File: config.mk
export PLATFORM = sky130hd
export DESIGN_NAME = ghost_wall_collision
export DESIGN_NICKNAME = d
export VERILOG_FILES = /design/src/rtl/ghost_wall_collision.sv
export SDC_FILE = /design/constraint.sdc
export NUM_CORES = 1
export LEC_CHECK = 0
export ABC_AREA = 1
export ABC_CLOCK_PERIOD_IN_PS = 3050
export CAP_MARGIN = 20
export CORE_UTILIZATION = 51
export CTS_CLUSTER_SIZE = 28
export DETAILED_ROUTE_END_ITERATION = 6
export PLACE_DENSITY = 0.82
export SLEW_MARGIN = 20
export SYNTH_ARGS = -nofsm -noshare
export SYNTH_HDL_FRONTEND = slang
export SYNTH_SLANG_ARGS = --single-unit
File: constraint.sdc
create_clock -name clk -period 3.05 [get_ports clk]
set_clock_uncertainty 0.2 [all_clocks]
set_input_delay 0.4575 -clock clk [delete_from_list [all_inputs] [get_ports clk]]
set_output_delay 0.4575 -clock clk [all_outputs]
set_load 0.01 [all_outputs]
File: src/rtl/ghost_wall_collision.sv
// ghost_wall_collision
// Watches ghost/wall drawing-request overlaps during a frame, classifies each
// overlap by the ghost edge zone it lands in (TOP/BOTTOM/LEFT/RIGHT), and at
// every startOfFrame presents the previous frame's result as collision plus
// HitEdgeCode (0 TOP, 1 BOTTOM, 2 LEFT, 3 RIGHT, 4 CORNER). After a reported
// hit, overlaps are ignored for HOLDOFF_FRAMES frames.
// Optional debug build: define GHOST_COLL_DEBUG_EN to add the edgeMask and
// hitCount observation ports.
module ghost_wall_collision #(
  parameter int OBJECT_WIDTH_X = 32,
  parameter int OBJECT_HIGHT_Y = 32,
  parameter int EDGE_BAND      = 4,
  parameter int HOLDOFF_FRAMES = 2
) (
  input  logic               clk,
  input  logic               reset,
  input  logic               startOfFrame,
  input  logic signed [10:0] pixelX,
  input  logic signed [10:0] pixelY,
  input  logic signed [10:0] ghostTopLeftX,
  input  logic signed [10:0] ghostTopLeftY,
  input  logic               ghostDR,
  input  logic               wallDR,
  output logic               collision,
  output logic [2:0]         HitEdgeCode
`ifdef GHOST_COLL_DEBUG_EN
  ,
  output logic [3:0]         edgeMask,
  output logic [7:0]         hitCount
`endif
);

  localparam logic [2:0] CODE_TOP    = 3'd0;
  localparam logic [2:0] CODE_BOTTOM = 3'd1;
  localparam logic [2:0] CODE_LEFT   = 3'd2;
  localparam logic [2:0] CODE_RIGHT  = 3'd3;
  localparam logic [2:0] CODE_CORNER = 3'd4;

  // Zone thresholds as 12-bit signed so the compares against the signed
  // offsets stay signed (a negative offset is never above a limit).
  localparam logic signed [11:0] BAND_LIM   = 12'(EDGE_BAND);
  localparam logic signed [11:0] BOTTOM_LIM = 12'(OBJECT_HIGHT_Y - EDGE_BAND);
  localparam logic signed [11:0] RIGHT_LIM  = 12'(OBJECT_WIDTH_X - EDGE_BAND);
  localparam logic [2:0]         HOLD_LOAD  = 3'(HOLDOFF_FRAMES);

  typedef enum logic [1:0] {
    IDLE    = 2'd0,
    ACCUM   = 2'd1,
    HOLDOFF = 2'd2
  } state_t;

  state_t             state;
  logic [3:0]         mask;        // {R,L,B,T} accumulated over the current frame
  logic [2:0]         holdoff_cnt;

  logic signed [11:0] off_x;
  logic signed [11:0] off_y;
  logic               overlap;
  logic [3:0]         zone;
  logic               enc_col;
  logic [2:0]         enc_code;

  // Pixel offset inside the ghost bitmap, sign-extended to 12 bits.
  assign off_x   = {pixelX[10], pixelX} - {ghostTopLeftX[10], ghostTopLeftX};
  assign off_y   = {pixelY[10], pixelY} - {ghostTopLeftY[10], ghostTopLeftY};
  assign overlap = ghostDR & wallDR;

  // Edge-zone bits for this pixel; an interior overlap yields zero.
  always_comb begin
    // NOTE: every always_comb output gets a default first so no path leaves it
    // unassigned, which would otherwise infer a latch.
    zone = 4'b0000;
    if (overlap) begin
      zone[0] = (off_y <  BAND_LIM);
      zone[1] = (off_y >= BOTTOM_LIM);
      zone[2] = (off_x <  BAND_LIM);
      zone[3] = (off_x >= RIGHT_LIM);
    end
  end

  // Encode the accumulated frame mask into collision and edge code.
  always_comb begin
    enc_col  = |mask;
    enc_code = CODE_TOP;
    if ($countones(mask) > 1) enc_code = CODE_CORNER;
    else if (mask[1])         enc_code = CODE_BOTTOM;
    else if (mask[2])         enc_code = CODE_LEFT;
    else if (mask[3])         enc_code = CODE_RIGHT;
  end

  // Frame state machine: accumulate, report at startOfFrame, hold off.
  always_ff @(posedge clk) begin
    // NOTE: sequential state uses non-blocking assignments only, so every
    // register samples the pre-edge value of every other register.
    if (reset) begin
      state       <= IDLE;
      mask        <= 4'b0000;
      holdoff_cnt <= 3'd0;
      collision   <= 1'b0;
      HitEdgeCode <= CODE_TOP;
    end else begin
      unique case (state)
        IDLE: begin
          if (startOfFrame) begin
            mask  <= 4'b0000;
            state <= ACCUM;
          end
        end
        ACCUM: begin
          if (startOfFrame) begin
            collision   <= enc_col;
            HitEdgeCode <= enc_code;
            // The overlap on the SOF cycle belongs to the new frame.
            mask        <= zone;
            if (enc_col && (HOLDOFF_FRAMES > 0)) begin
              mask        <= 4'b0000;
              holdoff_cnt <= HOLD_LOAD;
              state       <= HOLDOFF;
            end
          end else begin
            mask <= mask | zone;
          end
        end
        HOLDOFF: begin
          mask <= 4'b0000;
          if (startOfFrame) begin
            collision   <= 1'b0;
            HitEdgeCode <= CODE_TOP;
            holdoff_cnt <= holdoff_cnt - 3'd1;
            if (holdoff_cnt <= 3'd1) state <= ACCUM;
          end
        end
        default: state <= IDLE;
      endcase
    end
  end

`ifdef GHOST_COLL_DEBUG_EN
  // Debug observation: mask seen at each SOF and a saturating hit counter.
  always_ff @(posedge clk) begin
    if (reset) begin
      edgeMask <= 4'b0000;
      hitCount <= 8'd0;
    end else if (startOfFrame) begin
      edgeMask <= mask;
      if ((state == ACCUM) && enc_col && (hitCount != 8'hFF))
        hitCount <= hitCount + 8'd1;
    end
  end
`endif

endmodule

==> results of run 1 <==
-- routing by layer --
| layer | global-route usage (%) | share of wire (%) | up-vias |
|---|---|---|---|
| li1 | - | - | 1305 |
| met1 | 27.7 | 48 | 1045 |
| met2 | 43.9 | 47 | 52 |
| met3 | 1.52 | 3.1 | 7 |
| met4 | 5.05 | 1.4 | 0 |
| met5 | 0 | 0 | - |
-- cells in the mapped netlist --
cell,count,area share [%]
a21oi_2,3,1.2
nor3b_1,1,0.34
a311oi_1,1,0.40
inv_2,5,0.86
a21o_1,2,0.69
fa_1,3,2.8
nor2_2,5,1.4
nand4_1,7,2.0
dfxtp_1,13,12
nand2_1,140,24
nand3_2,4,1.8
nand3b_1,4,1.4
o211ai_1,1,0.34
nand3_1,20,4.6
inv_1,81,14
nor3_1,2,0.46
nand2_2,7,2.0
nor2_1,30,5.2
o21bai_1,2,0.69
clkbuf_1,1,0.17
a21oi_1,19,4.4
xnor2_1,3,1.2
ha_1,25,14
o21ai_0,4,0.92
xor2_1,6,2.4
o31ai_1,1,0.34
-- critical path: stages --
cell and delay, ps:
clkdlybuf4s50_1 450, inv_1 40, ha_1 210, fa_1 430, nand3b_1 200, nand2_2 110, nand2_1 70, nand3_1 70
nand2_1 50, inv_1 40, nand2_1 50, nor2_1 140, nand3_1 90, nand2_1 60, nand2_1 40, nand2_1 50
nand2_1 50, a21oi_2 110
-- layout make-up --
| type | count | area (um2) |
|---|---|---|
| multi-input combinational | 290 | 1590 |
| fill | 389 | 1250 |
| timing repair buffer | 52 | 520 |
| inverter | 86 | 323 |
| sequential | 13 | 260 |
| tap | 50 | 62.6 |
| clock buffer | 4 | 45.0 |
-- sequential cells by signal, summed over array words and instances, names as in the netlist --
signal       count
mask             4
HitEdgeCode      3
collision        1
state            2
holdoff_cnt      3
-- power groups by stage --
stage,clock network (uW),registers (uW),logic (uW)
finish,153,181,390
global route,161,182,445
CTS,156,180,389
detailed placement,0,184,386
global placement,0,184,378
floorplan,0,184,268
-- logic make-up after synthesis --
group / Yosys count / share of synthesized area, %
buffers and inverters: 87 / 15.0
AOI/OAI and AO/OA: 33 / 8.96
adders and majority gates: 28 / 17.1
xor gates and xnor gates: 9 / 3.62
and+or+nand+nor: 220 / 43.4
DFF: 13 / 11.9
-- path summary, 6_finish.rpt --
| check | from | end | slack (ps) | depth (start not counted) |
|---|---|---|---|---|
| hold / removal | HitEdgeCode[0]$_SDFFE_PP0P_ | HitEdgeCode[0]$_SDFFE_PP0P_ | 260 | 2 |
| hold reg to reg | HitEdgeCode[0]$_SDFFE_PP0P_ | HitEdgeCode[0]$_SDFFE_PP0P_ | 260 | 2 |
| setup reg to reg | state[0]$_SDFFE_PP0P_ | holdoff_cnt[2]$_SDFFE_PP0P_ | 1080 | 7 |
| setup / recovery | pixelY[0] | mask[0]$_SDFFE_PP0P_ | 290 | 18 |
-- layout by cell type, fill, tap and decap left out --
master / count
ha_1: 25
nand2_2: 7
nand3b_1: 4
clkbuf_1: 1
nor3_1: 2
clkdlybuf4s50_1: 52
o211ai_1: 1
inv_2: 5
a21oi_2: 3
a311oi_1: 1
nor2_1: 30
nor2_2: 5
xnor2_1: 3
nor3b_1: 1
o21ai_0: 4
fa_1: 3
dfxtp_1: 13
o21bai_1: 2
nand2_1: 140
inv_1: 81
a21o_1: 2
nand4_1: 7
a21oi_1: 19
o31ai_1: 1
nand3_2: 4
nand3_1: 20
xor2_1: 6
clkbuf_8: 3
-- metrics by stage --
stage	utilization (%)	hold slack (ps)	power [uW]	instance area (um2)
5_1_grt	69.1	275	788	2800
3_5_place_dp	68.0	258	570	2760
4_1_cts	69.1	268	725	2800
6_report	69.1	263	724	2800
2_1_floorplan	-	244	452	2180
3_3_place_gp	68.0	252	561	2760
==> results.cfg, run 1 <==
[run_status]
outcome = completed

[timing]
final.setup.tns_ps = 0
setup_violations = 0
rsz0062_at_grt = no
fin_crit_sh_pct = 90.4
setup_ws_ps = 294
hold_viol = 0
min_period_ps = 2760
fmax_ghz = 0.363
finalMaxSlewViolations = 0
worstMarginPinSlew_ps = 681
relSlewSlack_pct = 54.1

[place]
dp.cells = 491
pre_cts_ws_ps = 67.8
globalplace.congestion = 0.924
hpwl_um = 4040
port-buffer-count = 52

[critical_path]
cp-end-kind = register
critical_path_class = in2reg
cp.arrival_ps = 2730
required_ps = 3020
cp_max_fo = 3
worstSetupStartpointType = input pin

[grt]
grt_remaining_overflow = 0
grt_pass1_vias = 2184
antenna_found_initial = 0
groute.usage.overall_pct = 23.0
grt_start_max_net_pins = 12
grt_pass1_wl_um = 8310

[power_and_ir_drop]
switching_share_pct = 39.0
clkPwrFrac_pct = 21.2
powerDensity_nw_per_um2 = 258
comb_power_share_pct = 53.9
p_seq_share_pct = 25.0
p_switching_uw = 282
leakagePower_uw = 0.00157
peakVddDrop_mv = 0.120
p_int_uw = 441

[clock_network]
cts_max_level = 1
clk_pin_slew_ps = 50
cts_buffers = 3
cts_tree = done
clk_latency_ps = 240
cts.repair.resized = 0
cts_setup_buffers = 0
postCtsHoldBufs = 0
cts-root-buf = clkbuf_8
cts.sink_count = 13
clockBufferDepth = 2

[die]
coreArea_um2 = 4060
rows = 23
ios = 53
die_h_um = 67.4
initial_utilization_pct = 53.7
dieArea_um2 = 4540
die_x_um = 67.4

[worst_hold_path]
worstHoldPathType = reg2reg

[synthesis]
ys_ff_latch = 13
synthesis.area_um2 = 2180
synth_nets = 467
synth_cell_types = 26
synthCells = 390
yosys_warnings = 0
avgSynthCellArea_um2 = 5.59
seq_area_frac_synth_pct = 11.9

[routing]
drc_errors = 0
ant_nets = 0
dr.pass1.iters = 4
vias = 2409
drt-initial-drc-count = 131
wire_per_inst_um = 9.59
drt_wl_total_um = 4750
viasPerCell = 4.87

[cells_and_area]
drive_gt1_share_pct = 6.07
final_nets = 523
final_cell_count_no_fill = 495
antenna_cells = 0
syn_to_final_growth_pct = 28.7

[flow_run]
cap_viol_max_count = 0
(Power assumes the default switching activity.)
==> run 2: changes to the inputs <==
--- a/config.mk
+++ b/config.mk
@@ -6,12 +6,13 @@
 export NUM_CORES = 1
 export LEC_CHECK = 0
 export ABC_AREA = 1
-export ABC_CLOCK_PERIOD_IN_PS = 3050
+export ABC_CLOCK_PERIOD_IN_PS = 2300
 export CAP_MARGIN = 20
-export CORE_UTILIZATION = 51
+export CORE_UTILIZATION = 46
 export CTS_CLUSTER_SIZE = 28
 export DETAILED_ROUTE_END_ITERATION = 6
-export PLACE_DENSITY = 0.82
+export GPL_TIMING_DRIVEN = 0
+export PLACE_DENSITY_LB_ADDON = 0.2
 export SLEW_MARGIN = 20
 export SYNTH_ARGS = -nofsm -noshare
 export SYNTH_HDL_FRONTEND = slang
==> constraint.sdc (replaced) <==
create_clock -name clk -period 2.3 [get_ports clk]
set_clock_uncertainty 0.2 [all_clocks]
set_input_delay 0.345 -clock clk [delete_from_list [all_inputs] [get_ports clk]]
set_output_delay 0.345 -clock clk [all_outputs]
set_load 0.01 [all_outputs]
==> run 2 against run 1 <==
Net effect: the flow now finishes with violations (design-rule violations); core utilization grew 11 points; sequential share of layout area fell by 2.0 points; worst setup slack worse by 190 ps; first-iteration DRC count rose by 12%; non-clock buffer count up 26; clock power up 33%; die area grew 11%; flip-flop and latch count unchanged; global-route usage rose by 0.33 points; routed wire length grew 35%; total power up 65%; hold slack improved by 4.3 ps.
==> results.cfg, run 2 (synthesis results as in run 1) <==
[run_status]
outcome = finished, violations left
violations = design-rule violations

[cells_and_area]
largest_register_ffs = 4
final_nets = 549
layout_commonest_cell = nand2_1
final_cell_mix = nand2_1 (99), inv_1 (51), nand2_2 (40)
drive_gt1_share_pct = 35.5
antenna_cells = 0
biggestRegsByFlops = mask (4), HitEdgeCode (3), holdoff_cnt (3)
design_area_um2 = 3560
syn_to_final_growth_pct = 63.4
regMostFlops = mask

[grt]
groute.usage.overall_pct = 23.3
antenna_found_initial = 0
grt_pass1_wl_um = 9880
grt_remaining_overflow = 0
grt_pass1_vias = 2536
grt_start_max_net_pins = 11

[routing]
met1Wirelength_um = 2630
drc_errors = 2
wl_met3_um = 272
vias = 2692
top_layer = met4
wl_met2_um = 3260
ant_nets = 0
drt-initial-drc-count = 147
viasPerCell = 5.15
dr.pass1.iters = 7
wire_per_inst_um = 12.2
drt_wl_total_um = 6410

[timing]
hold_viol = 0
fmax_ghz = 0.455
min_period_ps = 2200
finalMaxSlewViolations = 0
relSlewSlack_pct = 57.6
setup_ws_ps = 100
fin_crit_sh_pct = 95.6
setup_violations = 0
hold_slack_ps = 267
worstMarginPinSlew_ps = 629

[power_and_ir_drop]
p_seq_share_pct = 20.1
p_total_uw = 1200
leakagePower_uw = 0.00201
powerDensity_nw_per_um2 = 336
comb_power_share_pct = 62.8
p_int_uw = 696
switching_share_pct = 41.8
p_switching_uw = 499
peakVddDrop_mv = 0.215
clkPwrFrac_pct = 17.1

[place]
port-buffer-count = 52
pre_cts_ws_ps = -587
place_area_um2 = 2760
hpwl_um = 4070
globalplace.congestion = 0.852

[critical_path]
cp_max_fo = 3
worstSetupStartpointType = input pin
required_ps = 2210
cp.arrival_ps = 2110
cp-end-kind = register
cpMaxStageDelayCell = fa_2
critical_path_class = in2reg
crit_top_cell = nand2_1
crit_chain = clkdlybuf4s15_1, ha_4, inv_2, fa_2, nand3_2, nand3_4, nand2_4, nand2_2, nand2_1, nand2_1, nand2_2, nand2_2, nor2_2, o211ai_1, nand2_1, nand2_1, nand2_1, a21oi_1
cpPeakStageDelay_ps = 350

[clock_network]
clk_latency_ps = 240
postCtsHoldBufs = 0
cts_max_level = 1
clk_pin_slew_ps = 50
cts.sink_count = 13
cts_tree = done
cts-root-buf = clkbuf_8
cts_buffers = 3
clockBufferDepth = 2

[die]
die_h_um = 70.8
rows = 24
dieArea_um2 = 5010
initial_utilization_pct = 49.0
die_x_um = 70.8
ios = 53
coreArea_um2 = 4440

[flow_run]
cap_viol_max_count = 0

[worst_hold_path]
worstHoldPathType = reg2reg
run 2: cell count changes in the layout (fill, tap and decap cells not counted), moves of 25 or more:
cell             previous run  this run
nand2_2                     7        40
nand2_1                   140        99
buf_4                       0        25
inv_2                       5        34
dlymetal6s2s_1              0        29
clkdlybuf4s50_1            52         8
inv_1                      81        51
run 2: per-layer routing:
layer / up-vias / track usage (%)
li1: 1355 / -
met1: 1209 / 26.3
met2: 98 / 45.8
met3: 30 / 2.85
met4: 0 / 6.00
met5: - / 0
run 2: critical path, delay by kind of cell:
kind,cells,cell delay [ps]
AOI/OAI and AO/OA,2,160
adders and majority gates,2,490
buffers and inverters,2,240
and+or+nand+nor,12,860
run 2: metrics by stage:
step                      std cells  utilization, %  TNS, ps
final                           523            80.1        0
after global routing            523            80.1    -76.7
after CTS                       511            73.0   -0.565
after detailed placement        494            62.2    -2320
after global placement          494            62.2    -2220
after floorplan                 390               -        0
run 2: layout make-up:
type | instances | area (um2)
tap | 52 | 65.1
timing repair buffer | 77 | 749
inverter | 86 | 325
buffer | 1 | 3.75
multi-input combinational | 290 | 2110
clock buffer | 4 | 45.0
sequential | 13 | 260
fill | 303 | 885
run 2: power by group through the flow:
| stage | registers [uW] | logic (uW) | clock network (uW) |
|---|---|---|---|
| floorplan | 244 | 355 | 0 |
| global placement | 244 | 500 | 0 |
| detailed placement | 244 | 512 | 0 |
| CTS | 240 | 637 | 210 |
| global route | 241 | 823 | 222 |
| finish | 240 | 752 | 204 |
run 2: worst paths after layout:
path	startpoint	cells past startpoint	slack (ps)	endpoint
min	collision$_SDFFE_PP0P_	2	270	collision$_SDFFE_PP0P_
max reg2reg	state[1]$_SDFFE_PP0P_	7	390	holdoff_cnt[2]$_SDFFE_PP0P_
max	ghostTopLeftX[0]	18	100	mask[3]$_SDFFE_PP0P_
min reg2reg	collision$_SDFFE_PP0P_	2	270	collision$_SDFFE_PP0P_
run 2: what timing repair did:
action	CTS	global route
resized for setup	90	97
buffers inserted	13	12
pin swaps	53	71
setup endpoints to repair	4	4
==> run 3: changes to the inputs <==
--- a/config.mk
+++ b/config.mk
@@ -7,7 +7,7 @@
 export LEC_CHECK = 0
 export ABC_AREA = 1
 export ABC_CLOCK_PERIOD_IN_PS = 2300
-export CAP_MARGIN = 20
+export CAP_MARGIN = 5
 export CORE_UTILIZATION = 46
 export CTS_CLUSTER_SIZE = 28
 export DETAILED_ROUTE_END_ITERATION = 6
==> results of run 3 <==
Same layout as run 2: the final DEF is identical, and so are final timing and power.
